File: src/rtl/mem_lsu_pkg.sv
// Shared definitions for the memory-access stage: load/store opcodes,
// pipeline constants and the bus transaction state encoding.
package mem_lsu_pkg;

    localparam logic [7:0] EXE_NOP_OP = 8'b0000_0000;
    localparam logic [7:0] EXE_OR_OP  = 8'b0010_0101;
    localparam logic [7:0] EXE_LB_OP  = 8'b1110_0000;
    localparam logic [7:0] EXE_LH_OP  = 8'b1110_0001;
    localparam logic [7:0] EXE_LW_OP  = 8'b1110_0011;
    localparam logic [7:0] EXE_LBU_OP = 8'b1110_0100;
    localparam logic [7:0] EXE_LHU_OP = 8'b1110_0101;
    localparam logic [7:0] EXE_SB_OP  = 8'b1110_1000;
    localparam logic [7:0] EXE_SH_OP  = 8'b1110_1001;
    localparam logic [7:0] EXE_SW_OP  = 8'b1110_1011;

    localparam logic [4:0]  NOPRegAddr = 5'b00000;
    localparam logic [31:0] ZeroWord   = 32'h0000_0000;

    typedef enum logic [1:0] {
        ST_IDLE = 2'd0,
        ST_BUSY = 2'd1,
        ST_DONE = 2'd2
    } lsu_state_e;

endpackage

File: src/rtl/mem_lsu_if.sv
// Data bus between the memory stage (master) and the data memory (slave):
// a registered request held until acknowledge.
interface mem_lsu_if;
    logic        dbus_req;
    logic        dbus_we;
    logic [31:0] dbus_addr;
    logic [3:0]  dbus_sel;
    logic [31:0] dbus_wdata;
    logic        dbus_ack;
    logic [31:0] dbus_rdata;

    modport master (
        output dbus_req, dbus_we, dbus_addr, dbus_sel, dbus_wdata,
        input  dbus_ack, dbus_rdata
    );

    modport slave (
        input  dbus_req, dbus_we, dbus_addr, dbus_sel, dbus_wdata,
        output dbus_ack, dbus_rdata
    );
endinterface

File: src/rtl/mem_lsu_lane.sv
// Byte-lane logic: decodes the memory opcode, produces big-endian byte
// enables and replicated store data, extracts/extends load data and
// flags misaligned halfword/word accesses. Purely combinational.
module lsu_lane
    import mem_lsu_pkg::*;
(
    input  logic [7:0]  aluop,
    input  logic [1:0]  addr_lo,
    input  logic [31:0] reg2,
    input  logic [31:0] rdata,
    output logic        is_mem,
    output logic        is_load,
    output logic        misalign,
    output logic [3:0]  sel,
    output logic [31:0] wdata,
    output logic [31:0] load_data
);

    logic [7:0]  ld_byte;
    logic [15:0] ld_half;

    // Pick the addressed byte and halfword; offset 0 is the most significant lane.
    always_comb begin
        ld_byte = rdata[31:24];
        case (addr_lo)
            2'd0: ld_byte = rdata[31:24];
            2'd1: ld_byte = rdata[23:16];
            2'd2: ld_byte = rdata[15:8];
            2'd3: ld_byte = rdata[7:0];
            default: ld_byte = rdata[31:24];
        endcase
        ld_half = addr_lo[1] ? rdata[15:0] : rdata[31:16];
    end

    // Opcode decode into lane enables, store replication, load extension and alignment check.
    always_comb begin
        is_mem    = 1'b0;
        is_load   = 1'b0;
        misalign  = 1'b0;
        sel       = 4'b0000;
        wdata     = ZeroWord;
        load_data = ZeroWord;
        case (aluop)
            EXE_LB_OP, EXE_LBU_OP: begin
                is_mem    = 1'b1;
                is_load   = 1'b1;
                sel       = 4'b1000 >> addr_lo;
                load_data = (aluop == EXE_LB_OP) ? {{24{ld_byte[7]}}, ld_byte}
                                                 : {24'h000000, ld_byte};
            end
            EXE_LH_OP, EXE_LHU_OP: begin
                is_mem    = 1'b1;
                is_load   = 1'b1;
                misalign  = addr_lo[0];
                sel       = addr_lo[1] ? 4'b0011 : 4'b1100;
                load_data = (aluop == EXE_LH_OP) ? {{16{ld_half[15]}}, ld_half}
                                                 : {16'h0000, ld_half};
            end
            EXE_LW_OP: begin
                is_mem    = 1'b1;
                is_load   = 1'b1;
                misalign  = (addr_lo != 2'b00);
                sel       = 4'b1111;
                load_data = rdata;
            end
            EXE_SB_OP: begin
                is_mem = 1'b1;
                sel    = 4'b1000 >> addr_lo;
                wdata  = {4{reg2[7:0]}};
            end
            EXE_SH_OP: begin
                is_mem   = 1'b1;
                misalign = addr_lo[0];
                sel      = addr_lo[1] ? 4'b0011 : 4'b1100;
                wdata    = {2{reg2[15:0]}};
            end
            EXE_SW_OP: begin
                is_mem   = 1'b1;
                misalign = (addr_lo != 2'b00);
                sel      = 4'b1111;
                wdata    = reg2;
            end
            default: ;
        endcase
    end

endmodule

File: src/rtl/mem_lsu.sv
// Memory-access stage: passes ALU results through, runs load/store bus
// transactions with a stall until acknowledge, and aborts on timeout.
module mem_lsu
    import mem_lsu_pkg::*;
#(
    parameter int TIMEOUT = 16
) (
    input  logic        clk,
    input  logic        rst,
    input  logic [4:0]  mem_wd_i,
    input  logic        mem_wreg_i,
    input  logic [31:0] mem_wdata_i,
    input  logic [7:0]  mem_aluop_i,
    input  logic [31:0] mem_addr_i,
    input  logic [31:0] mem_reg2_i,
    mem_lsu_if.master   dbus,
    output logic [4:0]  wb_wd,
    output logic        wb_wreg,
    output logic [31:0] wb_wdata,
    output logic        stallreq,
    output logic        misalign_o,
    output logic        bus_err_o
);

    localparam int CW = $clog2(TIMEOUT + 1);
    localparam logic [CW-1:0] LAST = CW'(TIMEOUT - 1);

    lsu_state_e    state_q, state_n;
    logic [CW-1:0] cnt_q;
    logic [31:0]   cap_q;
    logic          abort_q;
    logic          issue;

    logic          is_mem, is_load, misalign;
    logic [3:0]    lane_sel;
    logic [31:0]   lane_wdata, load_data;

    lsu_lane u_lane (
        .aluop     (mem_aluop_i),
        .addr_lo   (mem_addr_i[1:0]),
        .reg2      (mem_reg2_i),
        .rdata     (cap_q),
        .is_mem    (is_mem),
        .is_load   (is_load),
        .misalign  (misalign),
        .sel       (lane_sel),
        .wdata     (lane_wdata),
        .load_data (load_data)
    );

    // State register; reset forces IDLE even in the middle of a transaction.
    always_ff @(posedge clk) begin
        if (rst) state_q <= ST_IDLE;
        else     state_q <= state_n;
    end

    // Next state plus the combinational stall and write-back outputs.
    always_comb begin
        state_n    = state_q;
        issue      = 1'b0;
        stallreq   = 1'b0;
        misalign_o = 1'b0;
        bus_err_o  = 1'b0;
        wb_wd      = mem_wd_i;
        wb_wreg    = mem_wreg_i;
        wb_wdata   = mem_wdata_i;
        case (state_q)
            ST_IDLE: begin
                if (is_mem) begin
                    wb_wreg = 1'b0;
                    if (misalign) begin
                        misalign_o = 1'b1;
                    end else begin
                        stallreq = 1'b1;
                        issue    = 1'b1;
                        state_n  = ST_BUSY;
                    end
                end
            end
            ST_BUSY: begin
                stallreq = 1'b1;
                wb_wreg  = 1'b0;
                if (dbus.dbus_ack || cnt_q == LAST) state_n = ST_DONE;
            end
            ST_DONE: begin
                wb_wdata  = load_data;
                wb_wreg   = is_load & mem_wreg_i & ~abort_q;
                bus_err_o = abort_q;
                state_n   = ST_IDLE;
            end
            default: state_n = ST_IDLE;
        endcase
        if (rst) begin
            stallreq   = 1'b0;
            misalign_o = 1'b0;
            bus_err_o  = 1'b0;
            wb_wd      = NOPRegAddr;
            wb_wreg    = 1'b0;
            wb_wdata   = ZeroWord;
        end
    end

    // Bus request registers, BUSY cycle counter, read-data capture and abort flag.
    always_ff @(posedge clk) begin
        if (rst) begin
            dbus.dbus_req   <= 1'b0;
            dbus.dbus_we    <= 1'b0;
            dbus.dbus_addr  <= ZeroWord;
            dbus.dbus_sel   <= 4'b0000;
            dbus.dbus_wdata <= ZeroWord;
            cnt_q           <= '0;
            cap_q           <= ZeroWord;
            abort_q         <= 1'b0;
        end else begin
            case (state_q)
                ST_IDLE: begin
                    cnt_q <= '0;
                    if (issue) begin
                        dbus.dbus_req   <= 1'b1;
                        dbus.dbus_we    <= ~is_load;
                        dbus.dbus_addr  <= {mem_addr_i[31:2], 2'b00};
                        dbus.dbus_sel   <= lane_sel;
                        dbus.dbus_wdata <= lane_wdata;
                        abort_q         <= 1'b0;
                    end
                end
                ST_BUSY: begin
                    cnt_q <= cnt_q + 1'b1;
                    if (dbus.dbus_ack) begin
                        cap_q         <= dbus.dbus_rdata;
                        dbus.dbus_req <= 1'b0;
                    end else if (cnt_q == LAST) begin
                        dbus.dbus_req <= 1'b0;
                        abort_q       <= 1'b1;
                    end
                end
                default: cnt_q <= '0;
            endcase
        end
    end

endmodule

File: src/flat_wrapper.sv
// flat-port wrapper written by rule: the top's interface ports become plain ports
module mem_lsu_flat import mem_lsu_pkg::*;
#(
    parameter int TIMEOUT = 16
)
  (clk, rst, mem_wd_i, mem_wreg_i, mem_wdata_i, mem_aluop_i, mem_addr_i, mem_reg2_i, wb_wd, wb_wreg, wb_wdata, stallreq, misalign_o, bus_err_o, dbus_dbus_req, dbus_dbus_we, dbus_dbus_addr, dbus_dbus_sel, dbus_dbus_wdata, dbus_dbus_ack, dbus_dbus_rdata);
  mem_lsu_if dbus_i ();
  input  logic clk;
  input  logic rst;
  input  logic [4:0] mem_wd_i;
  input  logic mem_wreg_i;
  input  logic [31:0] mem_wdata_i;
  input  logic [7:0] mem_aluop_i;
  input  logic [31:0] mem_addr_i;
  input  logic [31:0] mem_reg2_i;
  output logic [4:0] wb_wd;
  output logic wb_wreg;
  output logic [31:0] wb_wdata;
  output logic stallreq;
  output logic misalign_o;
  output logic bus_err_o;
  output wire logic [$bits(dbus_i.dbus_req)-1:0] dbus_dbus_req;
  output wire logic [$bits(dbus_i.dbus_we)-1:0] dbus_dbus_we;
  output wire logic [$bits(dbus_i.dbus_addr)-1:0] dbus_dbus_addr;
  output wire logic [$bits(dbus_i.dbus_sel)-1:0] dbus_dbus_sel;
  output wire logic [$bits(dbus_i.dbus_wdata)-1:0] dbus_dbus_wdata;
  input wire logic [$bits(dbus_i.dbus_ack)-1:0] dbus_dbus_ack;
  input wire logic [$bits(dbus_i.dbus_rdata)-1:0] dbus_dbus_rdata;
  assign dbus_dbus_req = dbus_i.dbus_req;
  assign dbus_dbus_we = dbus_i.dbus_we;
  assign dbus_dbus_addr = dbus_i.dbus_addr;
  assign dbus_dbus_sel = dbus_i.dbus_sel;
  assign dbus_dbus_wdata = dbus_i.dbus_wdata;
  assign dbus_i.dbus_ack = dbus_dbus_ack;
  assign dbus_i.dbus_rdata = dbus_dbus_rdata;
  mem_lsu #(.TIMEOUT(TIMEOUT)) u_core (.clk(clk), .rst(rst), .mem_wd_i(mem_wd_i), .mem_wreg_i(mem_wreg_i), .mem_wdata_i(mem_wdata_i), .mem_aluop_i(mem_aluop_i), .mem_addr_i(mem_addr_i), .mem_reg2_i(mem_reg2_i), .dbus(dbus_i), .wb_wd(wb_wd), .wb_wreg(wb_wreg), .wb_wdata(wb_wdata), .stallreq(stallreq), .misalign_o(misalign_o), .bus_err_o(bus_err_o));
endmodule
File: config.mk
export PLATFORM = sky130hd
export DESIGN_NAME = mem_lsu_flat
export DESIGN_NICKNAME = d
export VERILOG_FILES = /design/src/rtl/mem_lsu_pkg.sv /design/src/rtl/mem_lsu_if.sv /design/src/rtl/mem_lsu_lane.sv /design/src/rtl/mem_lsu.sv /design/src/flat_wrapper.sv
export SDC_FILE = /design/constraint.sdc
export NUM_CORES = 1
export LEC_CHECK = 0
export BUFFER_PORTS_ARGS = -buffer_cell sky130_fd_sc_hd__clkbuf_2
export CORE_ASPECT_RATIO = 0.9
export CORE_MARGIN = 5
export CORE_UTILIZATION = 40
export DETAILED_ROUTE_END_ITERATION = 10
export GPL_TIMING_DRIVEN = 0
export PLACE_DENSITY = 0.73
export REMOVE_ABC_BUFFERS = 1
export SYNTH_ARGS = -nofsm -noshare
export SYNTH_HDL_FRONTEND = slang
export SYNTH_SLANG_ARGS = --single-unit
File: constraint.sdc
create_clock -name clk -period 1.9 [get_ports clk]
set_input_delay 0.285 -clock clk [delete_from_list [all_inputs] [get_ports clk]]
set_output_delay 0.285 -clock clk [all_outputs]
set_load 0.01 [all_outputs]
Yosys cells after proc, flatten, opt, wreduce, memory -nomap -nowiden
Cells that the tools add are included.
{"block": "classes", "eq_ne": 21, "reduce_logical": 18, "bitwise": 5, "addsub": 1, "shift": 1, "mux": 40}
{"op": "32-bit case mux with 3 select lines", "n": 2}
{"op": "32-bit 2-to-1 mux", "n": 4}
{"op": "8-bit == test (second input constant)", "n": 8}
{"op": "8-bit case mux with 4 select lines", "n": 1}
{"op": "1-bit 2-to-1 mux", "n": 20}
{"op": "16-bit 2-to-1 mux", "n": 1}
{"op": "4-bit case mux with 3 select lines", "n": 1}
{"op": "2-bit by 1-bit != test with 1-bit output (second input constant)", "n": 4}
{"op": "1-bit case mux with 2 select lines", "n": 4}
{"op": "2-bit OR reduction", "n": 4}
{"op": "8-bit OR reduction", "n": 1}
{"op": "2-bit == test (second input constant)", "n": 3}
{"op": "2-bit 2-to-1 mux", "n": 3}
{"op": "3-bit AND reduction", "n": 2}
{"op": "3-bit OR reduction", "n": 2}
{"op": "5-bit by 1-bit adder with 5-bit output (second input constant)", "n": 1}
{"op": "5-bit by 4-bit == test with 1-bit output (second input constant)", "n": 1}
{"op": "5-bit 2-to-1 mux", "n": 1}
{"op": "5-bit OR reduction", "n": 1}
{"op": "2-bit by 1-bit == test with 1-bit output (second input constant)", "n": 2}
{"op": "2-bit logical NOT", "n": 2}
{"op": "4-bit 2-to-1 mux", "n": 1}
{"op": "2-bit != test (second input constant)", "n": 2}
{"op": "2-bit case mux with 2 select lines", "n": 1}
{"op": "9 further kinds", "n": 14}
{"block": "totals", "register_bits": 108, "out_inout_bits": 111, "elab_cells": 95, "in_bits": 145}

Longest topological paths before layout
Gate-level depths: netlist of the first run.
{"block": "depth", "word_depth": 8, "ltp_mapped": 8, "depth_no_buf": 6}

Modules after synthesis
A second synthesis of the first run with hierarchy kept.
{"block": "unflattened", "hier_cells": 820, "area_unflattened_um2": 6030.8}
{"module": "mem_lsu", "area_each_um2": 4336.7, "cells_per_inst": 597, "instances": 1, "seq_area_each_um2": 2162.1}
{"module": "lsu_lane", "area_each_um2": 1694.1, "cells_per_inst": 223, "instances": 1, "seq_area_each_um2": 0.0}

Worst setup path before layout of the first run
Ideal clock, no wire load.
{"block": "synth_timing", "path_kind": "input to output", "from": "in mem_aluop_i[0]", "to": "out wb_wdata[21]", "arrival_time_ns": 1.870, "setup_slack_ns": -0.255, "path_buffers": 2, "stages": 7, "t_required_ns": 1.615, "cell_sequence": "buf_2 nand2b_1 a211oi_1 nor3b_2 and4b_1 clkbuf_1 nand2b_1"}
{"block": "synth_between", "elab_chain_cells": 5, "elab_cells_between_ends": 12, "cone_classes": "eq/ne: 5; mux: 5; reduce/logical: 2"}
{"element": "start, declared", "line_no": "flat_wrapper.sv:13", "rtl": "input logic [7:0] mem_aluop_i;"}
{"element": "8-bit == test (on tied branches)", "line_no": "mem_lsu_lane.sv:43, mem_lsu_lane.sv:56, mem_lsu_lane.sv:48"}
{"element": "32-bit 2-to-1 mux (tied with other cells)", "line_no": "mem_lsu_lane.sv:56", "rtl": "load_data = (aluop == EXE_LH_OP) ? {{16{ld_half[15]}}, ld_half}"}
{"element": "32-bit case mux with 3 select lines (*)", "line_no": "mem_lsu_lane.sv:43", "rtl": "case (aluop)"}
{"element": "32-bit 2-to-1 mux (*)", "line_no": "mem_lsu.sv:67", "rtl": "case (state_q)"}
{"element": "32-bit 2-to-1 mux (*)", "line_no": "mem_lsu.sv:93", "rtl": "if (rst) begin"}
{"element": "end, declared", "line_no": "flat_wrapper.sv:18", "rtl": "output logic [31:0] wb_wdata;"}
Every way passes the cells marked *; elsewhere a longest branch is shown, timed or not.

Final worst setup path of the first run
{"block": "layout_timing", "from": "in mem_aluop_i[4]", "to": "out wb_wdata[19]"}
Same word-level chain as after synthesis.

==> results of run 1 <==
[state kept, by name (all words and copies together) (netlist names)]
name	count
u_core.cnt_q	5
u_core.cap_q	32
u_core.dbus.dbus_we	1
u_core.abort_q	1
u_core.dbus.dbus_addr	30
u_core.dbus.dbus_req	1
u_core.state_q	2
u_core.dbus.dbus_wdata	32
u_core.dbus.dbus_sel	4
[per-layer routing]
layer	vias to the layer above	global-route usage, %	part of all wire [%]
li1	2890	-	-
met1	2813	28.7	42
met2	228	38.5	50
met3	35	4.99	6.1
met4	0	6.62	2.7
met5	-	0	0
[cell type report]
class,count,area share [%]
repair buffers,296,24.0
flip-flops and latches,108,27.7
multi-input cells,496,41.9
well taps,168,2.65
clock buffers,9,2.84
clock inverters,7,0.742
inverters,4,0.189
[cell families (layout without fill, tap and decap cells)]
group	count (synthesis)	in the layout
DFF	108	108
adders and majority gates	2	2
buffers and inverters	68	316
and+or+nand+nor	282	283
muxes	17	17
AOI/OAI and AO/OA	187	190
xor gates and xnor gates	2	2
other	1	2
[synth_stat cells, drive strengths merged (2+ instances only)]
cell    number
buf         20
or4          2
and4b        2
nor2        34
o31ai       27
a211oi       2
and2         2
a221oi       7
clkbuf      44
a21oi       85
nor3        12
mux4         9
nand3       11
nand3b      34
nor3b        2
a22oi       18
inv          4
ha           2
nand2      139
nor2b       18
dfxtp      108
o21ai       10
a2111o       2
mux2i        8
nand2b      21
a22o        16
a32oi       16
[final timing paths]
kind,start,to,slack (ns),cells past startpoint
min,dbus_dbus_rdata[16],u_core.cap_q[16],0.15,3
max reg2reg,u_core.state_q[0],u_core.dbus.dbus_sel[3],0.09,5
max,mem_aluop_i[4],wb_wdata[19],-0.29,6
min reg2reg,u_core.dbus.dbus_addr[16],u_core.dbus.dbus_addr[16],0.46,2
[timing repair]
item | in CTS | in global routing
setup buffers | 21 | 12
pin swaps | 9 | 16
gates cloned | 6 | 2
endpoints found under the setup margin | 137 | 98
resized for setup | 53 | 67
[power breakdown]
| group | switching, uW | internal, uW | total [uW] |
|---|---|---|---|
| sequential | 8.52 | 2270 | 2270 |
| clock | 891 | 912 | 1800 |
| combinational | 332 | 305 | 636 |
[stage by stage]
| step | setup slack (ns) | hold slack [ns] | area [um2] |
|---|---|---|---|
| floorplan | -0.936 | 0.354 | 5140 |
| global placement | -2.91 | 0.429 | 6620 |
| detailed placement | -1.55 | 0.441 | 6750 |
| CTS | -0.296 | 0.144 | 7550 |
| global route | -0.355 | 0.147 | 7930 |
| finish | -0.289 | 0.152 | 7930 |
[critical path: stages]
cell	delay, ns
clkbuf_2	0.08
nand4b_4	0.24
nor3_1	0.57
and4b_4	0.43
nand2b_1	0.14
clkbuf_2	0.14
==> flow_summary.yaml, run 1 <==
die:
  pin_count: 256
  die_w_um: 133
  initial_utilization_pct: 40.6
  rows: 40
  coreArea_um2: 13300
  die-area_um2: 15900
  die_y_um: 120
cts:
  cts_buffers: 9
  clock_latency_ns: 0.34
  cts_hold_buf: 0
  clock-root-buffer: "clkbuf_16"
  clock-sinks: 108
  path_clk_slew_ns: 0.07
  cts_buffer_depth: 2
  cts_tree: "built"
  cts.htree.levels: 3
sta:
  rsz0062_at_grt: "yes"
  worst_slew_pin_slew_ns: 0.679
  final-setup-viol-count: 65
  maxSlewViolCount: 0
  hold_viol: 0
  relSlewSlack_pct: 54.4
  max_freq_mhz: 457
  fin_ws_ns: -0.289
  period_needed_ns: 2.19
  setup-tns-final_ns: -8.97
  post-route-period-util_pct: 115
  clock-skew-final_ns: 0.00637
synthesis:
  synth_top_cell_by_area: "dfxtp_1"
  synth_top_family_by_area: "simple AND/OR/NAND/NOR gates"
  synth_edf_count: 0
  netlist_area_um2: 5410
  syn_avg_cell_area_um2: 8.11
  ys.warnings.count: 0
  synth_xor_area_share_pct: 0.324
  ys_seq_area_share_pct: 40.0
  syn_inst: 667
  ys_ff_latch: 108
  synthAdderAreaFrac_pct: 0.463
  ys.flop_type: "dfxtp_1"
  synthTopCellsByArea: "dfxtp_1, nand2_1, a21oi_1"
  synthMuxAreaShare_pct: 5.23
  synth-compound-area-share_pct: 23.0
  async_flop_share_pct: 0
  synth_cell_types: 43
  synthSimpleGateAreaFrac_pct: 25.7
  synth_top_area_share_pct: 40.0
cells_and_area:
  finish.net_count: 1062
  layout-drive-gt1-share_pct: 42.4
  multi_input_area_um2: 3320
  final_cell_mix: "clkbuf_2, nand2_1, dfxtp_1, a21oi_1, nand3b_1"
  final-seq-area_um2: 2190
  antennaDiodeCount: 0
  stdcell_count: 1088
  n_fill_cell: 1178
  final_common_cell: "clkbuf_2"
  final_util_pct: 59.5
  syn_to_final_growth_pct: 46.6
global_routing:
  grt_max_degree: 74
  overflow: 0
  grt_pass1_wl_mm: 29.4
  grt_use_total_pct: 22.5
  grt_pass1_vias: 5620
  antenna_found_initial: 0
critical_path:
  worstPathRequired_ns: 1.62
  worstSetupPathType: "input pin to output pin"
  crit_path_end_kind: "output pin"
  startpoint_type: "input pin"
  worstPathArrival_ns: 1.90
  critPathMaxFanout: 8
routing:
  ant_nets: 0
  via_count: 5966
  vias_per_cell: 5.48
  drc: 0
  wl_mm: 19.5
  firstDrtPassIters: 5
  drt-wirelength-per-cell_um: 17.9
  dr.first_iter.drc_count: 507
placement:
  gp_congestion: 0.835
  io_buffers: 253
  dpl.hpwl_mm: 12.6
  dp_cells: 1032
worst_hold_path:
  hp-class: "input pin to flip-flop"
status:
  violations: "setup timing"
  status: "finished, violations left"
power:
  power_density_nw_per_um2: 595
  report.power.total_uw: 4710
  p_leak_uw: 0.00339
  vdd_ir_drop_max_mv: 0.444
flow_run:
  drv_cap: 0
No activity file was read; power rests on OpenSTA's default activity.
==> inputs of run 2 (changes only) <==
--- a/config.mk
+++ b/config.mk
@@ -11,7 +11,7 @@
 export CORE_UTILIZATION = 40
 export DETAILED_ROUTE_END_ITERATION = 10
 export GPL_TIMING_DRIVEN = 0
-export PLACE_DENSITY = 0.73
+export PLACE_DENSITY = 0.71
 export REMOVE_ABC_BUFFERS = 1
 export SYNTH_ARGS = -nofsm -noshare
 export SYNTH_HDL_FRONTEND = slang
==> constraint.sdc (replaced) <==
create_clock -name clk -period 2.55 [get_ports clk]
set_input_delay 0.3825 -clock clk [delete_from_list [all_inputs] [get_ports clk]]
set_output_delay 0.3825 -clock clk [all_outputs]
set_load 0.01 [all_outputs]
==> run 2 against run 1 <==
The run now ends clean. Register-to-register slack improved by 0.25 ns. Worst setup slack improved by 0.40 ns. Sequential share of layout area rose by 2.3 points. Critical endpoint is now wb_wdata[20].
==> flow_summary.yaml, run 2 (same netlist as run 1, synthesis figures left out) <==
cells_and_area:
  finish.net_count: 1029
  final_cell_mix: "clkbuf_2, nand2_1, dfxtp_1, a21oi_1, nand3b_1"
  n_fill_cell: 1353
  multi_input_area_um2: 3060
  layout-drive-gt1-share_pct: 35.1
  final_common_cell: "clkbuf_2"
  final-seq-area_um2: 2160
  top_regs: "u_core.cap_q: 32 flops, u_core.dbus.dbus_wdata: 32 flops, u_core.dbus.dbus_addr: 30 flops"
  antennaDiodeCount: 0
  syn_to_final_growth_pct: 33.4
die:
  initial_utilization_pct: 40.6
  die_w_um: 133
  die-area_um2: 15900
  coreArea_um2: 13300
  rows: 40
  pin_count: 256
  die_y_um: 120
global_routing:
  grt_pass1_vias: 5471
  grt_pass1_wl_mm: 27.8
  overflow: 0
  grt_use_total_pct: 21.2
  grt_max_degree: 69
  antenna_found_initial: 0
flow_run:
  drv_cap: 0
routing:
  firstDrtPassIters: 5
  drt-wirelength-per-cell_um: 16.8
  via_count: 5643
  vias_per_cell: 5.35
  ant_nets: 0
  dr.first_iter.drc_count: 333
  drc: 0
  wl_mm: 17.8
cts:
  path_clk_slew_ns: 0.08
  cts.htree.levels: 3
  cts_buffer_depth: 2
  cts_hold_buf: 0
  clock_latency_ns: 0.34
  cts_tree: "built"
  clock-sinks: 108
  cts_buffers: 9
  clock-root-buffer: "clkbuf_16"
placement:
  io_buffers: 253
  gp_congestion: 0.832
  dpl.hpwl_mm: 12.8
status:
  status: "complete, no violations"
critical_path:
  critPathMaxFanout: 8
  worstPathArrival_ns: 2.06
  cp_common_cell: "clkbuf_2"
  worstPathRequired_ns: 2.17
  critPathTopFamily: "simple AND/OR/NAND/NOR gates"
  cpPeakStageDelay_ns: 0.33
  crit_path_end_kind: "output pin"
  crit_buf_inv: 3
  startpoint_type: "input pin"
  cpMaxStageDelayCell: "and4b_4"
  crit_chain: "clkbuf_2 -> nand2b_4 -> a211oi_4 -> nor3b_4 -> buf_8 -> and4b_4 -> nand2b_1 -> clkbuf_2"
  worstSetupPathType: "input pin to output pin"
sta:
  clock-skew-final_ns: 0.00655
  post-route-period-util_pct: 95.7
  hold_slack_ns: 0.252
  max_freq_mhz: 410
  worst_slew_pin_slew_ns: 1.17
  relSlewSlack_pct: 22.3
  final-setup-viol-count: 0
  maxSlewViolCount: 0
  period_needed_ns: 2.44
  hold_viol: 0
power:
  report.power.total_uw: 3460
  p_leak_uw: 0.00308
  power_density_nw_per_um2: 480
  vdd_ir_drop_max_mv: 0.374
worst_hold_path:
  hp-class: "input pin to flip-flop"
run 2: stage by stage:
step / setup TNS [ns] / util [%] / cells / setup slack, ns / instance area (um2)
after CTS: -0.0299 / 53.7 / 1049 / -0.0294 / 7150
after global routing: -0.00509 / 54.2 / 1055 / -0.00509 / 7210
after floorplan: -9.02 / - / 604 / -0.383 / 5140
after detailed placement: -53.31 / 50.7 / 1031 / -1.10 / 6750
final: 0 / 54.2 / 1055 / 0.111 / 7210
after global placement: -171.84 / 49.7 / 1025 / -2.40 / 6620
run 2: timing repair:
| action | 4_1_cts | 5_1_grt |
|---|---|---|
| endpoints found under the setup margin | 81 | 31 |
| gates resized for setup | 21 | 3 |
| gates cloned | 0 | 1 |
| buffers inserted | 2 | 5 |
| pin swaps | 2 | 4 |
run 2: final cells by class:
class	count	area share, %
clock buffers	9	3.12
clock inverters	7	0.833
flip-flops and latches	108	30.0
repair buffers	266	20.4
multi-input cells	493	42.5
well taps	168	2.91
inverters	4	0.208
run 2: worst paths after layout:
| path | slack, ns | cells after the start | endpoint | start |
|---|---|---|---|---|
| min | 0.25 | 3 | u_core.dbus.dbus_addr[23] | mem_addr_i[23] |
| max reg2reg | 0.34 | 4 | u_core.cap_q[9] | u_core.state_q[0] |
| min reg2reg | 0.45 | 2 | u_core.dbus.dbus_sel[1] | u_core.dbus.dbus_sel[1] |
| max | 0.11 | 8 | wb_wdata[20] | mem_aluop_i[2] |
run 2: layer usage:
| metal | vias to the layer above | track usage (%) | routed length, um |
|---|---|---|---|
| met4 | 0 | 6.62 | 466 |
| met2 | 219 | 36.0 | 8690 |
| met5 | - | 0 | 0 |
| met3 | 28 | 3.83 | 1160 |
| met1 | 2595 | 27.4 | 7450 |
| li1 | 2801 | - | - |
run 2: report_power, final:
| group | switching, uW | internal, uW |
|---|---|---|
| clock network | 659 | 679 |
| registers | 6.41 | 1690 |
| logic | 224 | 197 |
run 2: worst min-delay path, delay by kind of cell:
| family | cells | cell delay (ns) |
|---|---|---|
| compound gates | 1 | 0.05 |
| buf+inv | 1 | 0.08 |
| simple gates | 1 | 0.04 |
==> inputs of run 3 (changes only) <==
--- a/config.mk
+++ b/config.mk
@@ -11,7 +11,7 @@
 export CORE_UTILIZATION = 40
 export DETAILED_ROUTE_END_ITERATION = 10
 export GPL_TIMING_DRIVEN = 0
-export PLACE_DENSITY = 0.71
+export PLACE_DENSITY = 0.76
 export REMOVE_ABC_BUFFERS = 1
 export SYNTH_ARGS = -nofsm -noshare
 export SYNTH_HDL_FRONTEND = slang
==> run 3 against run 2 <==
Clock power about the same. Utilization about the same. Die area unchanged. Sequential share of layout area about the same. Global-route usage increased by 0.48 points. Wire length increased by 2.8%. Design area about the same. Largest power group unchanged. Worst setup slack improved by 0.013 ns. Combinational power increased by 1%. Critical endpoint is now u_core.dbus.dbus_sel[1].
==> flow_summary.yaml, run 3 (same netlist as run 1, synthesis figures left out) <==
cts:
  cts_tree: "built"
  path_clk_slew_ns: 0.08
  clock-sinks: 108
  clock_latency_ns: 0.35
  cts_buffers: 9
  clock-root-buffer: "clkbuf_16"
  cts_buffer_depth: 2
  cts.htree.levels: 3
  cts_hold_buf: 0
placement:
  gp_congestion: 0.845
  dpl.hpwl_mm: 12.8
  dp_cells: 1031
  io_buffers: 253
sta:
  hold_viol: 0
  clock-skew-final_ns: 0.00917
  relSlewSlack_pct: 21.1
  setup-tns-final_ns: 0
  post-route-period-util_pct: 95.2
  worst_slew_pin_slew_ns: 1.18
  maxSlewViolCount: 0
  period_needed_ns: 2.43
  final-setup-viol-count: 0
  max_freq_mhz: 412
global_routing:
  grt_pass1_wl_mm: 28.2
  grt_use_total_pct: 21.6
  overflow: 0
  grt_pass1_vias: 5532
  antenna_found_initial: 0
  grt_max_degree: 77
status:
  status: "complete, no violations"
cells_and_area:
  final_common_cell: "clkbuf_2"
  final-seq-area_um2: 2160
  n_fill_cell: 1282
  stdcell_count: 1054
  layout-drive-gt1-share_pct: 35.0
  multi_input_area_um2: 3060
  syn_to_final_growth_pct: 33.3
  top_regs: "u_core.cap_q: 32 flops, u_core.dbus.dbus_wdata: 32 flops, u_core.dbus.dbus_addr: 30 flops"
  finish.net_count: 1028
  final_cell_mix: "clkbuf_2, nand2_1, dfxtp_1, a21oi_1, nand3b_1"
  antennaDiodeCount: 0
worst_hold_path:
  worstHoldPathCells: 3
  hold_end: "u_core.dbus.dbus_addr[16]"
  hp-start: "mem_addr_i[16]"
  hp-class: "input pin to flip-flop"
routing:
  ant_nets: 0
  vias_per_cell: 5.43
  firstDrtPassIters: 5
  dr.first_iter.drc_count: 478
  drc: 0
  drt-wirelength-per-cell_um: 17.3
  via_count: 5720
  wl_mm: 18.3
critical_path:
  critPathMaxFanout: 56
  crit_path_end_kind: "flip-flop"
  worstSetupPathType: "input pin to flip-flop"
  worstPathArrival_ns: 2.70
  startpoint_type: "input pin"
  r2r-end: "u_core.cap_q[17]"
  r2r_cells: 4
  worstPathRequired_ns: 2.83
  r2r_setup_slack_ns: 0.25
  r2r_start: "u_core.state_q[0]"
die:
  coreArea_um2: 13300
  die_y_um: 120
  initial_utilization_pct: 40.6
  die-area_um2: 15900
  pin_count: 256
  rows: 40
  die_w_um: 133
power:
  p_leak_uw: 0.00306
  vdd_ir_drop_max_mv: 0.376
  power_density_nw_per_um2: 485
  report.power.total_uw: 3490
flow_run:
  drv_cap: 0
==> run 3: layout make-up <==
type,instances,share of cell area (%)
clock buffer,9,3.12
timing repair buffer,265,20.3
sequential,108,30.0
clock inverter,7,0.937
tap,168,2.92
multi-input combinational,493,42.5
inverter,4,0.208
==> run 3: repair_timing <==
item / CTS / global route
pin swaps: 3 / 3
setup endpoints to repair: 82 / 42
cloned: 0 / 1
resized for setup: 17 / 8
setup buffers: 4 / 2
hold endpoints to repair: 0 / 0
==> run 3: worst max path at each step <==
| stage | end | from | depth (start not counted) | slack [ns] |
|---|---|---|---|---|
| after floorplan | u_core.dbus.dbus_sel[1] | mem_aluop_i[4] | 5 | -0.38 |
| after global placement | wb_wdata[18] | rst | 5 | -2.20 |
| after detailed placement | u_core.dbus.dbus_sel[1] | mem_aluop_i[0] | 7 | -0.76 |
| after CTS | u_core.dbus.dbus_sel[1] | mem_aluop_i[1] | 7 | 0.02 |
| after global routing | u_core.dbus.dbus_sel[1] | mem_aluop_i[1] | 7 | -0.008 |
| final | u_core.dbus.dbus_sel[1] | mem_aluop_i[1] | 7 | 0.12 |
==> run 3: where the power goes <==
group / switching [uW] / internal [uW] / total [uW]
logic: 230 / 195 / 425
registers: 6.59 / 1690 / 1700
clock network: 681 / 687 / 1370
total: 918 / 2580 / 3490
==> run 3: metal layers <==
metal | up-vias | routed length (um) | track usage (%)
met5 | - | 0 | 0
met4 | 0 | 507 | 8.83
met3 | 40 | 1120 | 5.07
met2 | 215 | 8780 | 34.7
met1 | 2654 | 7870 | 28.2
li1 | 2811 | - | -
==> run 3: critical path, cell delays in order <==
cell	delay, ns
buf_4	0.34
nor2_1	0.10
o2bb2ai_1	0.28
a2111o_2	0.70
buf_12	0.28
or4_1	0.44
a21oi_1	0.15
==> run 3: stage by stage <==
step	cell area, um2	hold slack, ns	worst slack (ns)	utilization, %
after floorplan	5140	0.418	-0.383	-
after global placement	6620	0.430	-2.20	49.7
after detailed placement	6740	0.437	-0.762	50.6
after CTS	7140	0.222	0.0198	53.7
after global routing	7210	0.227	-0.00809	54.1
final	7210	0.239	0.123	54.1
